==> src/rtl/audiodac_feeder_if.sv <==
// audiodac_feeder_if
//  Bundles the host-side sample bus and the audiodac FIFO handshake of the
//  audiodac feeder into one interface.
//  slave  : the feeder itself (takes host writes and acks, drives status and offers)
//  master : whatever drives the feeder (host pins plus the audiodac FIFO port)
//  Signals:
//   wr_i, dat_i        host write strobe and 16-bit two's complement sample
//   full_o, ovf_o      local buffer full, sticky dropped-write flag
//   level_o            local buffer occupancy
//   fifo_dat_o/rdy_o   sample offered to audiodac and its valid
//   fifo_ack_i         audiodac took the offered sample
//   fifo_full_i        audiodac FIFO full; blocks new offers
//   sent_cnt_o         delivered-sample count (wrapping)
//   timeout_o          sticky handshake-timeout flag
//   clr_i              clears ovf_o, timeout_o and sent_cnt_o
interface audiodac_feeder_if;
  logic        wr_i;
  logic [15:0] dat_i;
  logic        full_o;
  logic        ovf_o;
  logic [4:0]  level_o;
  logic [15:0] fifo_dat_o;
  logic        fifo_rdy_o;
  logic        fifo_ack_i;
  logic        fifo_full_i;
  logic [15:0] sent_cnt_o;
  logic        timeout_o;
  logic        clr_i;

  modport slave (
    input  wr_i, dat_i, fifo_ack_i, fifo_full_i, clr_i,
    output full_o, ovf_o, level_o, fifo_dat_o, fifo_rdy_o, sent_cnt_o, timeout_o
  );

  modport master (
    output wr_i, dat_i, fifo_ack_i, fifo_full_i, clr_i,
    input  full_o, ovf_o, level_o, fifo_dat_o, fifo_rdy_o, sent_cnt_o, timeout_o
  );
endinterface

==> src/rtl/audiodac_feeder.sv <==
// audiodac_feeder
//  Producer side of the audiodac sample-FIFO handshake. Host samples are stored
//  in a small circular buffer and offered one at a time over rdy/ack through an
//  IDLE -> PRESENT -> RELEASE handshake FSM. Also reports buffer level, a
//  wrapping delivered-word count, a sticky overflow flag and a sticky
//  handshake-timeout flag.
//  Ports:
//   clk_i   single clock, rising edge
//   rst_i   synchronous reset, active-high
//   bus     audiodac_feeder_if.slave (host bus, FIFO handshake, status, clear)
//  Parameters:
//   DEPTH   buffer entries, power of two 2..16
//   TIMEOUT PRESENT cycles without ack before timeout_o sets, 1..65535
module audiodac_feeder #(
  parameter int DEPTH   = 4,
  parameter int TIMEOUT = 1023
) (
  input  logic             clk_i,
  input  logic             rst_i,
  audiodac_feeder_if.slave bus
);

  localparam int          PTR_W     = $clog2(DEPTH);
  localparam logic [4:0]  LVL_FULL  = 5'(DEPTH);
  localparam logic [15:0] WAIT_MAX  = 16'(TIMEOUT);
  localparam logic [15:0] WAIT_LAST = 16'(TIMEOUT - 1);

  typedef enum logic [1:0] {IDLE, PRESENT, RELEASE} state_t;

  state_t             state_q, state_d;
  logic signed [15:0] mem [DEPTH];
  logic [PTR_W-1:0]   wr_ptr_q, rd_ptr_q;
  logic [4:0]         level_q;
  logic signed [15:0] dat_q;
  logic [15:0]        sent_q;
  logic [15:0]        wait_q;
  logic               ovf_q;
  logic               timeout_q;

  logic full;
  logic push;
  logic drop;
  logic rdy;
  logic load;
  logic pop;
  logic wait_tick;
  logic timeout_set;

  assign full = (level_q == LVL_FULL);

  // A pop in the same cycle frees the slot, so a write against a full buffer
  // is still accepted when the head is being acked.
  assign push = bus.wr_i && (!full || pop);
  assign drop = bus.wr_i && full && !pop;

  // State register
  always_ff @(posedge clk_i) begin
    if (rst_i) state_q <= IDLE;
    else       state_q <= state_d;
  end

  // Next-state logic; fifo_full_i only gates the start of an offer
  always_comb begin
    state_d = state_q;
    case (state_q)
      IDLE:    if (level_q != 5'd0 && !bus.fifo_full_i) state_d = PRESENT;
      PRESENT: if (bus.fifo_ack_i)                       state_d = RELEASE;
      RELEASE: if (!bus.fifo_ack_i)                      state_d = IDLE;
      default: state_d = IDLE;
    endcase
  end

  // Output logic; acks outside PRESENT are ignored
  always_comb begin
    rdy       = 1'b0;
    load      = 1'b0;
    pop       = 1'b0;
    wait_tick = 1'b0;
    case (state_q)
      IDLE:    load = (level_q != 5'd0) && !bus.fifo_full_i;
      PRESENT: begin
        rdy       = 1'b1;
        pop       = bus.fifo_ack_i;
        wait_tick = !bus.fifo_ack_i;
      end
      default: ;
    endcase
  end

  // Fires once per offer, on the TIMEOUT-th unacked PRESENT cycle
  assign timeout_set = wait_tick && (wait_q == WAIT_LAST);

  // Sample storage carries no reset; only its pointers and level do
  always_ff @(posedge clk_i) begin
    if (push) mem[wr_ptr_q] <= bus.dat_i;
  end

  // Buffer bookkeeping, offer register and status
  always_ff @(posedge clk_i) begin
    if (rst_i) begin
      wr_ptr_q  <= '0;
      rd_ptr_q  <= '0;
      level_q   <= '0;
      dat_q     <= '0;
      sent_q    <= '0;
      wait_q    <= '0;
      ovf_q     <= 1'b0;
      timeout_q <= 1'b0;
    end else begin
      if (push) wr_ptr_q <= wr_ptr_q + 1'b1;
      if (pop)  rd_ptr_q <= rd_ptr_q + 1'b1;
      level_q <= level_q + 5'(push) - 5'(pop);

      // The head stays in the buffer until acked, so it is read here
      // without advancing the read pointer.
      if (load) dat_q <= mem[rd_ptr_q];

      if (load)                               wait_q <= '0;
      else if (wait_tick && wait_q != WAIT_MAX) wait_q <= wait_q + 16'd1;

      // Clear outranks a same-cycle ack, overflow or timeout.
      if (bus.clr_i) begin
        sent_q    <= '0;
        ovf_q     <= 1'b0;
        timeout_q <= 1'b0;
      end else begin
        if (pop)         sent_q    <= sent_q + 16'd1;
        if (drop)        ovf_q     <= 1'b1;
        if (timeout_set) timeout_q <= 1'b1;
      end
    end
  end

  assign bus.full_o     = full;
  assign bus.ovf_o      = ovf_q;
  assign bus.level_o    = level_q;
  assign bus.fifo_dat_o = dat_q;
  assign bus.fifo_rdy_o = rdy;
  assign bus.sent_cnt_o = sent_q;
  assign bus.timeout_o  = timeout_q;

endmodule

==> src/flat_wrapper.sv <==
// flat-port wrapper written by rule: the top's interface ports become plain ports
module audiodac_feeder_flat 
#(
  parameter int DEPTH   = 4,
  parameter int TIMEOUT = 1023
)
  (clk_i, rst_i, bus_wr_i, bus_dat_i, bus_fifo_ack_i, bus_fifo_full_i, bus_clr_i, bus_full_o, bus_ovf_o, bus_level_o, bus_fifo_dat_o, bus_fifo_rdy_o, bus_sent_cnt_o, bus_timeout_o);
  audiodac_feeder_if bus_i ();
  input  logic clk_i;
  input  logic rst_i;
  input wire logic [$bits(bus_i.wr_i)-1:0] bus_wr_i;
  input wire logic [$bits(bus_i.dat_i)-1:0] bus_dat_i;
  input wire logic [$bits(bus_i.fifo_ack_i)-1:0] bus_fifo_ack_i;
  input wire logic [$bits(bus_i.fifo_full_i)-1:0] bus_fifo_full_i;
  input wire logic [$bits(bus_i.clr_i)-1:0] bus_clr_i;
  output wire logic [$bits(bus_i.full_o)-1:0] bus_full_o;
  output wire logic [$bits(bus_i.ovf_o)-1:0] bus_ovf_o;
  output wire logic [$bits(bus_i.level_o)-1:0] bus_level_o;
  output wire logic [$bits(bus_i.fifo_dat_o)-1:0] bus_fifo_dat_o;
  output wire logic [$bits(bus_i.fifo_rdy_o)-1:0] bus_fifo_rdy_o;
  output wire logic [$bits(bus_i.sent_cnt_o)-1:0] bus_sent_cnt_o;
  output wire logic [$bits(bus_i.timeout_o)-1:0] bus_timeout_o;
  assign bus_i.wr_i = bus_wr_i;
  assign bus_i.dat_i = bus_dat_i;
  assign bus_i.fifo_ack_i = bus_fifo_ack_i;
  assign bus_i.fifo_full_i = bus_fifo_full_i;
  assign bus_i.clr_i = bus_clr_i;
  assign bus_full_o = bus_i.full_o;
  assign bus_ovf_o = bus_i.ovf_o;
  assign bus_level_o = bus_i.level_o;
  assign bus_fifo_dat_o = bus_i.fifo_dat_o;
  assign bus_fifo_rdy_o = bus_i.fifo_rdy_o;
  assign bus_sent_cnt_o = bus_i.sent_cnt_o;
  assign bus_timeout_o = bus_i.timeout_o;
  audiodac_feeder #(.DEPTH(DEPTH), .TIMEOUT(TIMEOUT)) u_core (.clk_i(clk_i), .rst_i(rst_i), .bus(bus_i));
endmodule
==> config.mk <==
export PLATFORM = sky130hd
export DESIGN_NAME = audiodac_feeder_flat
export DESIGN_NICKNAME = d
export VERILOG_FILES = /design/src/rtl/audiodac_feeder_if.sv /design/src/rtl/audiodac_feeder.sv /design/src/flat_wrapper.sv
export SDC_FILE = /design/constraint.sdc
export NUM_CORES = 1
export LEC_CHECK = 0
export CAP_MARGIN = 30
export CORE_UTILIZATION = 25
export DETAILED_ROUTE_END_ITERATION = 10
export PLACE_DENSITY = 0.38
export SYNTH_ARGS = -nofsm -noshare
export SYNTH_HDL_FRONTEND = slang
export SYNTH_SLANG_ARGS = --single-unit
==> constraint.sdc <==
create_clock -name clk_i -period 3.3 [get_ports clk_i]
set_input_delay 0.66 -clock clk_i [delete_from_list [all_inputs] [get_ports clk_i]]
set_output_delay 0.66 -clock clk_i [all_outputs]
set_load 0.01 [all_outputs]
==> key figures, run 1 <==
GRT
  • Gr ovfl total: 0
  • Initial antenna violation count: 0
  • GRT Max-Usage Layer: met2
  • GR Util met2: 19.3%
  • Overall routing resource usage: 11.8%
  • M1 GR Usage: 14.7%
  • Vias in the first global route: 3459
  • Largest net degree at the start of global routing: 30
  • Met3 usage: 3.21%
  • First-pass GRT wire length: 19000 microns

Drt
  • DRC Markers: 0
  • Mean routed wirelength per cell: 15.3 microns
  • Final ANT Viol Nets: 0
  • Via Count: 3450
  • DRT Wirelength: 11800 microns
  • Violation count after the first detailed-route iteration: 150
  • Drt first pass iters: 4
  • Via density: 4.47

Timing
  • Setup violators final: 0
  • RSZ-0062 raised after global routing: false
  • Least-Margin Pin Slew: 0.618 ns
  • Final Cycle Share: 80.5%
  • Final Skew: 0.00882 ns
  • Final WS setup: 0.645 ns
  • Final hold vios: 0
  • Slew Limit Headroom: 58.4%
  • Tmin final: 2.66 ns
  • Max Fclk: 377 MHz
  • Total negative slack: 0 ns
  • Fin. max-slew vios: 0

Synth
  • Syn Inst Count: 416
  • Total nets after synthesis: 452
  • Sequential share of the synthesized area: 61.4%
  • Cell taking the most area after synthesis: edfxtp_1
  • Synth Flop Type: edfxtp_1
  • Mapped Avg Cell Area: 12.3 sq um
  • Cell Area, Synth: 0.00512 sq mm
  • Count leader, synth: edfxtp_1
  • Ys async rst share: 0%
  • Synth top area share: 37.6%
  • #FFs+latches synth: 125
  • YS warnings: 0
  • EDFF count, synth: 64
  • Main area contributors after synthesis: edfxtp_1 (38%), dfxtp_1 (24%), mux4_2 (7.0%), a21oi_1 (4.1%), nand2_1 (3.4%)
  • Synth top cells by count: edfxtp_1 (64), dfxtp_1 (61), nand2_1 (47), a21oi_1 (42), nor2_1 (20)
  • Unique cell type count in the Yosys netlist: 43

Run
  • Max cap viols: 0

Power
  • P_int: 3.33 mW
  • Design Power: 4.58 mW
  • Net Sw Power: 1.24 mW
  • Cell leakage power: 2.20 nW
  • Logic pwr share: 19.2%
  • Peak VDD IR: 0.000429 V
  • Clock share of power: 39.7%
  • Sequential power share: 41.1%
  • PwrDens: 683 mW/mm^2
  • Sw Ratio: 27.2%

Layout
  • Number of fill cells: 2016
  • Nets: 529
  • Antenna Cells: 0
  • Area Growth Syn to Fin: 30.9%
  • Layout cells sized above 1: 12.6%

Setup path
  • CP top delay family: adder cells
  • Worst path slowest cell: clkdlybuf4s50_1
  • Setup Crit Path Kind: in2reg
  • Worst-path cell chain: clkdlybuf4s50_1 -> nand3b_1 -> inv_1 -> ha_1 -> inv_1 -> ha_1 -> fa_1 -> a21oi_1 -> nor2_1 -> or3_1 -> a21oi_1
  • Worst path depth: 11
  • Type of origin of the critical path: input pin
  • Worst path buffer plus inverter count: 3
  • Worst R2R Path Depth: 10
  • Worst endpoint required time: 3.64 ns
  • Crit path capture type: flop
  • Critical path arrival: 2.99 ns
  • Crit Path Max Fanout: 4
  • Max incr delay on CP: 0.46 ns

Placement
  • DP Worst Slack: 0.238 ns
  • I/O Buffers: 62
  • Gpl congestion: 0.745
  • DP Wirelength: 7620 microns

Min path
  • HP Class: reg2reg
  • Hold Path Cell Cnt: 2

CTS
  • Cts repair resizes: 0
  • CTS tree: yes
  • Clock slew at the register clock pins of the worst setup and hold paths: 0.06 ns
  • Root buf cell: clkbuf_16
  • CTS Buf Count: 17
  • Hold bufs inserted after CTS: 0
  • Htree depth: 4
  • Number of setup buffers added after CTS: 0
  • Clock Latency Late Sink: 0.41 ns
  • Clk buf depth: 2
  • CTS Sinks: 125

Floorplan
  • Die Area: 0.0210 sq mm
  • Row count: 51
  • Die Wd: 145 microns
  • Initial Util: 25.9%
  • Die H: 145 microns
  • Placeable core area: 0.0198 sq mm
  • I/O pin cnt: 63

Run status
  • Run status: completed
## flip-flops by register name, summed over array words and instances (netlist names), 2 cells and up
signal,flops
u_core.mem,64
u_core.wr_ptr_q,2
u_core.bus.level_o,5
u_core.rd_ptr_q,2
u_core.state_q,2
u_core.bus.sent_cnt_o,16
u_core.bus.fifo_dat_o,16
u_core.wait_q,16
## cells by family (layout without fill, tap and decap cells)
family / count (synthesis) / in the layout / synth area share [%]
DFF: 125 / 125 / 61.4
adders and majority gates: 14 / 14 / 3.57
xor gates and xnor gates: 17 / 17 / 2.91
and+or+nand+nor: 143 / 143 / 14.7
buffers and inverters: 31 / 121 / 2.35
muxes: 17 / 17 / 7.24
AOI/OAI and AO/OA: 69 / 69 / 7.75
## through the flow
step	cell area [sq um]	utilization [%]	hold slack, ns	std cells
floorplan	5120	-	0.446	416
CTS	6670	33.7	0.458	770
finish	6700	33.9	0.454	771
global placement	6090	30.8	0.451	738
global route	6700	33.9	0.473	771
detailed placement	6090	30.8	0.450	738
## final cells by class
| type | instances | area, sq um | share of cell area [%] |
|---|---|---|---|
| clock buffers | 19 | 433 | 6.46 |
| repair buffers | 76 | 746 | 11.1 |
| flip-flops and latches | 125 | 3140 | 46.9 |
| clock inverters | 13 | 143 | 2.13 |
| well taps | 265 | 332 | 4.95 |
| multi-input cells | 260 | 1850 | 27.7 |
| inverters | 13 | 48.8 | 0.729 |
## path summary, 6_finish.rpt
path | start | endpoint | slack (ns)
worst min-delay path | u_core.bus.fifo_dat_o[0] | u_core.bus.fifo_dat_o[0] | 0.45
worst max-delay path | bus_fifo_ack_i | u_core.bus.level_o[4] | 0.64
worst min register to register | u_core.bus.fifo_dat_o[0] | u_core.bus.fifo_dat_o[0] | 0.45
worst max register to register | u_core.state_q[1] | u_core.bus.level_o[4] | 0.92
## layer usage
metal | part of all wire (%) | vias up
met3 | 3.4 | 10
met4 | 1.3 | 0
li1 | - | 1715
met1 | 47 | 1668
met5 | 0 | -
met2 | 48 | 57
## cell usage in the layout, fill, tap and decap left out, types with 4 or more instances in the layout
cell / instances
dfxtp_1: 61
or3_1: 6
and3_1: 4
ha_1: 13
clkdlybuf4s50_1: 62
o31ai_1: 7
inv_1: 13
nand4_1: 10
buf_4: 13
nor2_1: 20
nand2_1: 47
xor2_1: 7
and4_1: 5
mux4_2: 16
a21oi_1: 42
nor3_1: 4
or4_1: 8
nand3_1: 12
xnor2_1: 10
edfxtp_1: 64
clkbuf_16: 17
o21ai_0: 8
and2_1: 9
## power groups by stage
| stage | sequential (mW) | combinational [mW] | clock, mW |
|---|---|---|---|
| floorplan | 1.93 | 0.484 | 0 |
| global placement | 1.92 | 0.889 | 0 |
| detailed placement | 1.92 | 0.900 | 0 |
| CTS | 1.89 | 0.905 | 1.88 |
| global route | 1.90 | 0.984 | 1.95 |
| finish | 1.88 | 0.879 | 1.81 |
## tightest hold or removal path, stage by stage (launching register included)
cell and delay, ns:
dfxtp_1 0.31, nand2_1 0.05, a21oi_1 0.05
Note: power is estimated with default switching activity, not from simulation.
==> inputs of run 2 (changes only) <==
- clock period: 3.3 -> 2.7 ns (I/O delays scaled with it)
==> run 2 against run 1 <==
Clock-buffer cell count grew 2. Via count is essentially flat. Largest power group unchanged. Clock power grew 26%.
==> key figures, run 2 (synthesis gave the netlist of run 1 again) <==
GRT
  • GRT Max-Usage Layer: met2 (unchanged)
  • Largest net degree at the start of global routing: 29 (was 30)
  • GR Util met2: 19.8% (was 19.3%)
  • Overall routing resource usage: 11.9% (was 11.8%)
  • First-pass GRT wire length: 19100 microns (was 19000 microns)
  • M1 GR Usage: 14.8% (was 14.7%)
  • Initial antenna violation count: 0 (unchanged)
  • Vias in the first global route: 3490 (was 3459)
  • Gr ovfl total: 0 (unchanged)
  • Met3 usage: 3.93% (was 3.21%)

CTS
  • CTS Buf Count: 17 (unchanged)
  • Cts repair resizes: 0 (unchanged)
  • Clock slew at the register clock pins of the worst setup and hold paths: 0.05 ns (was 0.06 ns)
  • Htree depth: 4 (unchanged)
  • Root buf cell: clkbuf_16 (unchanged)
  • Clk buf depth: 2 (unchanged)
  • Number of setup buffers added after CTS: 0 (unchanged)
  • Clock Latency Late Sink: 0.41 ns (about the same)
  • CTS tree: yes (unchanged)
  • Hold bufs inserted after CTS: 0 (unchanged)
  • CTS Sinks: 125 (unchanged)

Timing
  • Final Cycle Share: 92.2%
  • Max Fclk: 402 MHz
  • Slew Limit Headroom: 71.1% (was 58.4%)
  • Final hold vios: 0 (unchanged)
  • Final WS setup: 0.210 ns (was 0.645 ns)
  • RSZ-0062 raised after global routing: false (unchanged)
  • Minimum hold slack: 0.454 ns (about the same)
  • Setup violators final: 0 (unchanged)
  • Final Skew: 0.00881 ns (was 0.00882 ns)
  • Fin. max-slew vios: 0 (unchanged)
  • Tmin final: 2.49 ns
  • Least-Margin Pin Slew: 0.429 ns (was 0.618 ns)

Floorplan
  • Initial Util: 25.9% (unchanged)
  • Die H: 145 microns (unchanged)
  • I/O pin cnt: 63 (unchanged)
  • Die Wd: 145 microns (unchanged)
  • Row count: 51 (unchanged)
  • Placeable core area: 0.0198 sq mm (unchanged)
  • Die Area: 0.0210 sq mm (unchanged)

Setup path
  • Worst path buffer plus inverter count: 3 (unchanged)
  • CP top delay family: adder cells (unchanged)
  • Critical path arrival: 2.83 ns (was 2.99 ns)
  • Max incr delay on CP: 0.46 ns (about the same)
  • Worst path slowest cell: clkdlybuf4s50_1 (unchanged)
  • Crit path capture type: flop (unchanged)
  • Crit Path Max Fanout: 4 (unchanged)
  • Type of origin of the critical path: input pin (unchanged)
  • Worst-path cell chain: clkdlybuf4s50_1 -> nand3b_1 -> inv_1 -> ha_1 -> inv_1 -> ha_1 -> fa_1 -> a21oi_1 -> nor2_1 -> or3_1 -> a21oi_1 (unchanged)
  • Setup Crit Path Kind: in2reg (unchanged)
  • Worst endpoint required time: 3.04 ns (was 3.64 ns)

Layout
  • Largest register FFs: 64 (unchanged)
  • Antenna Cells: 0 (unchanged)
  • Largest register by flop count: u_core.mem (unchanged)
  • Final Util: 34.2% (was 33.9%)
  • Post-route insts no fill: 774 (was 771)
  • Nets: 532 (was 529)
  • Layout cells sized above 1: 12.6% (about the same)
  • Most common cell after layout, fill and taps aside: edfxtp_1 (unchanged)
  • Cell area after layout: 0.00676 sq mm (was 0.00670 sq mm)
  • Area Growth Syn to Fin: 32.1% (was 30.9%)
  • Most frequent cells in the layout: edfxtp_1 (64), clkdlybuf4s50_1 (62), dfxtp_1 (61), nand2_1 (47), a21oi_1 (42) (unchanged)

Placement
  • Placed cells: 742 (was 738)
  • I/O Buffers: 62 (unchanged)
  • Gpl congestion: 0.723 (was 0.745)
  • DP Wirelength: 7690 microns (was 7620 microns)
  • DP Worst Slack: -0.176 ns (was 0.238 ns)
  • Placed cell area: 0.00617 sq mm (was 0.00609 sq mm)

Run
  • Max cap viols: 0 (unchanged)

Drt
  • Final ANT Viol Nets: 0 (unchanged)
  • Violation count after the first detailed-route iteration: 121 (was 150)
  • DRC Markers: 0 (unchanged)
  • DRT Wirelength: 11800 microns (about the same)
  • Via density: 4.46 (was 4.47)
  • Drt first pass iters: 4 (unchanged)
  • Mean routed wirelength per cell: 15.3 microns (about the same)
  • Via Count: 3449 (was 3450)

Min path
  • HP Class: reg2reg (unchanged)

Run status
  • Run status: completed (unchanged)

Power
  • PwrDens: 842 mW/mm^2 (was 683 mW/mm^2)
  • Peak VDD IR: 0.000370 V (was 0.000429 V)
  • Cell leakage power: 2.22 nW (was 2.20 nW)
run 2: changes by cell type in the layout (fill, tap and decap cells not counted), sizes merged:
cell / change
bufinv: +1
inv: -1
clkinv: -1
clkbuf: +2
clkinvlp: -1
buf: +3
run 2: layout make-up:
class / count / area, sq um
fillers: 2002 / 13000
inverters: 13 / 48.8
clock buffers: 21 / 440
multi-input cells: 260 / 1850
flip-flops and latches: 125 / 3140
repair buffers: 79 / 798
well taps: 265 / 332
clock inverters: 11 / 143
run 2: per-layer routing:
layer	vias to the layer above	share of wire, %
li1	1715	-
met1	1668	47
met2	59	49
met3	7	3.4
met4	0	0.75
met5	-	0
run 2: worst paths after layout:
| path | from | to | slack [ns] | cells after the start |
|---|---|---|---|---|
| max | bus_fifo_ack_i | u_core.bus.level_o[4] | 0.21 | 11 |
| min | u_core.bus.fifo_dat_o[12] | u_core.bus.fifo_dat_o[12] | 0.45 | 2 |
| max reg2reg | u_core.state_q[1] | u_core.bus.level_o[4] | 0.36 | 10 |
| min reg2reg | u_core.bus.fifo_dat_o[12] | u_core.bus.fifo_dat_o[12] | 0.45 | 2 |
run 2: where the power goes:
group / switching, mW / leakage (nW) / internal, mW
combinational: 0.570 / 0.856 / 0.538
sequential: 0.101 / 1.08 / 2.20
clock: 0.828 / 0.283 / 1.45
run 2: per-stage QoR:
stage / TNS [ns] / power [mW]
6_report: 0 / 5.69
4_1_cts: 0 / 5.81
5_1_grt: 0 / 6.01
3_5_place_dp: -0.176 / 3.48
3_3_place_gp: -0.163 / 3.47
2_1_floorplan: 0 / 2.95
run 2: tightest hold or removal path, cell delays in order (launching register included):
cell	delay (ns)
dfxtp_1	0.31
nand2_1	0.05
a21oi_1	0.05
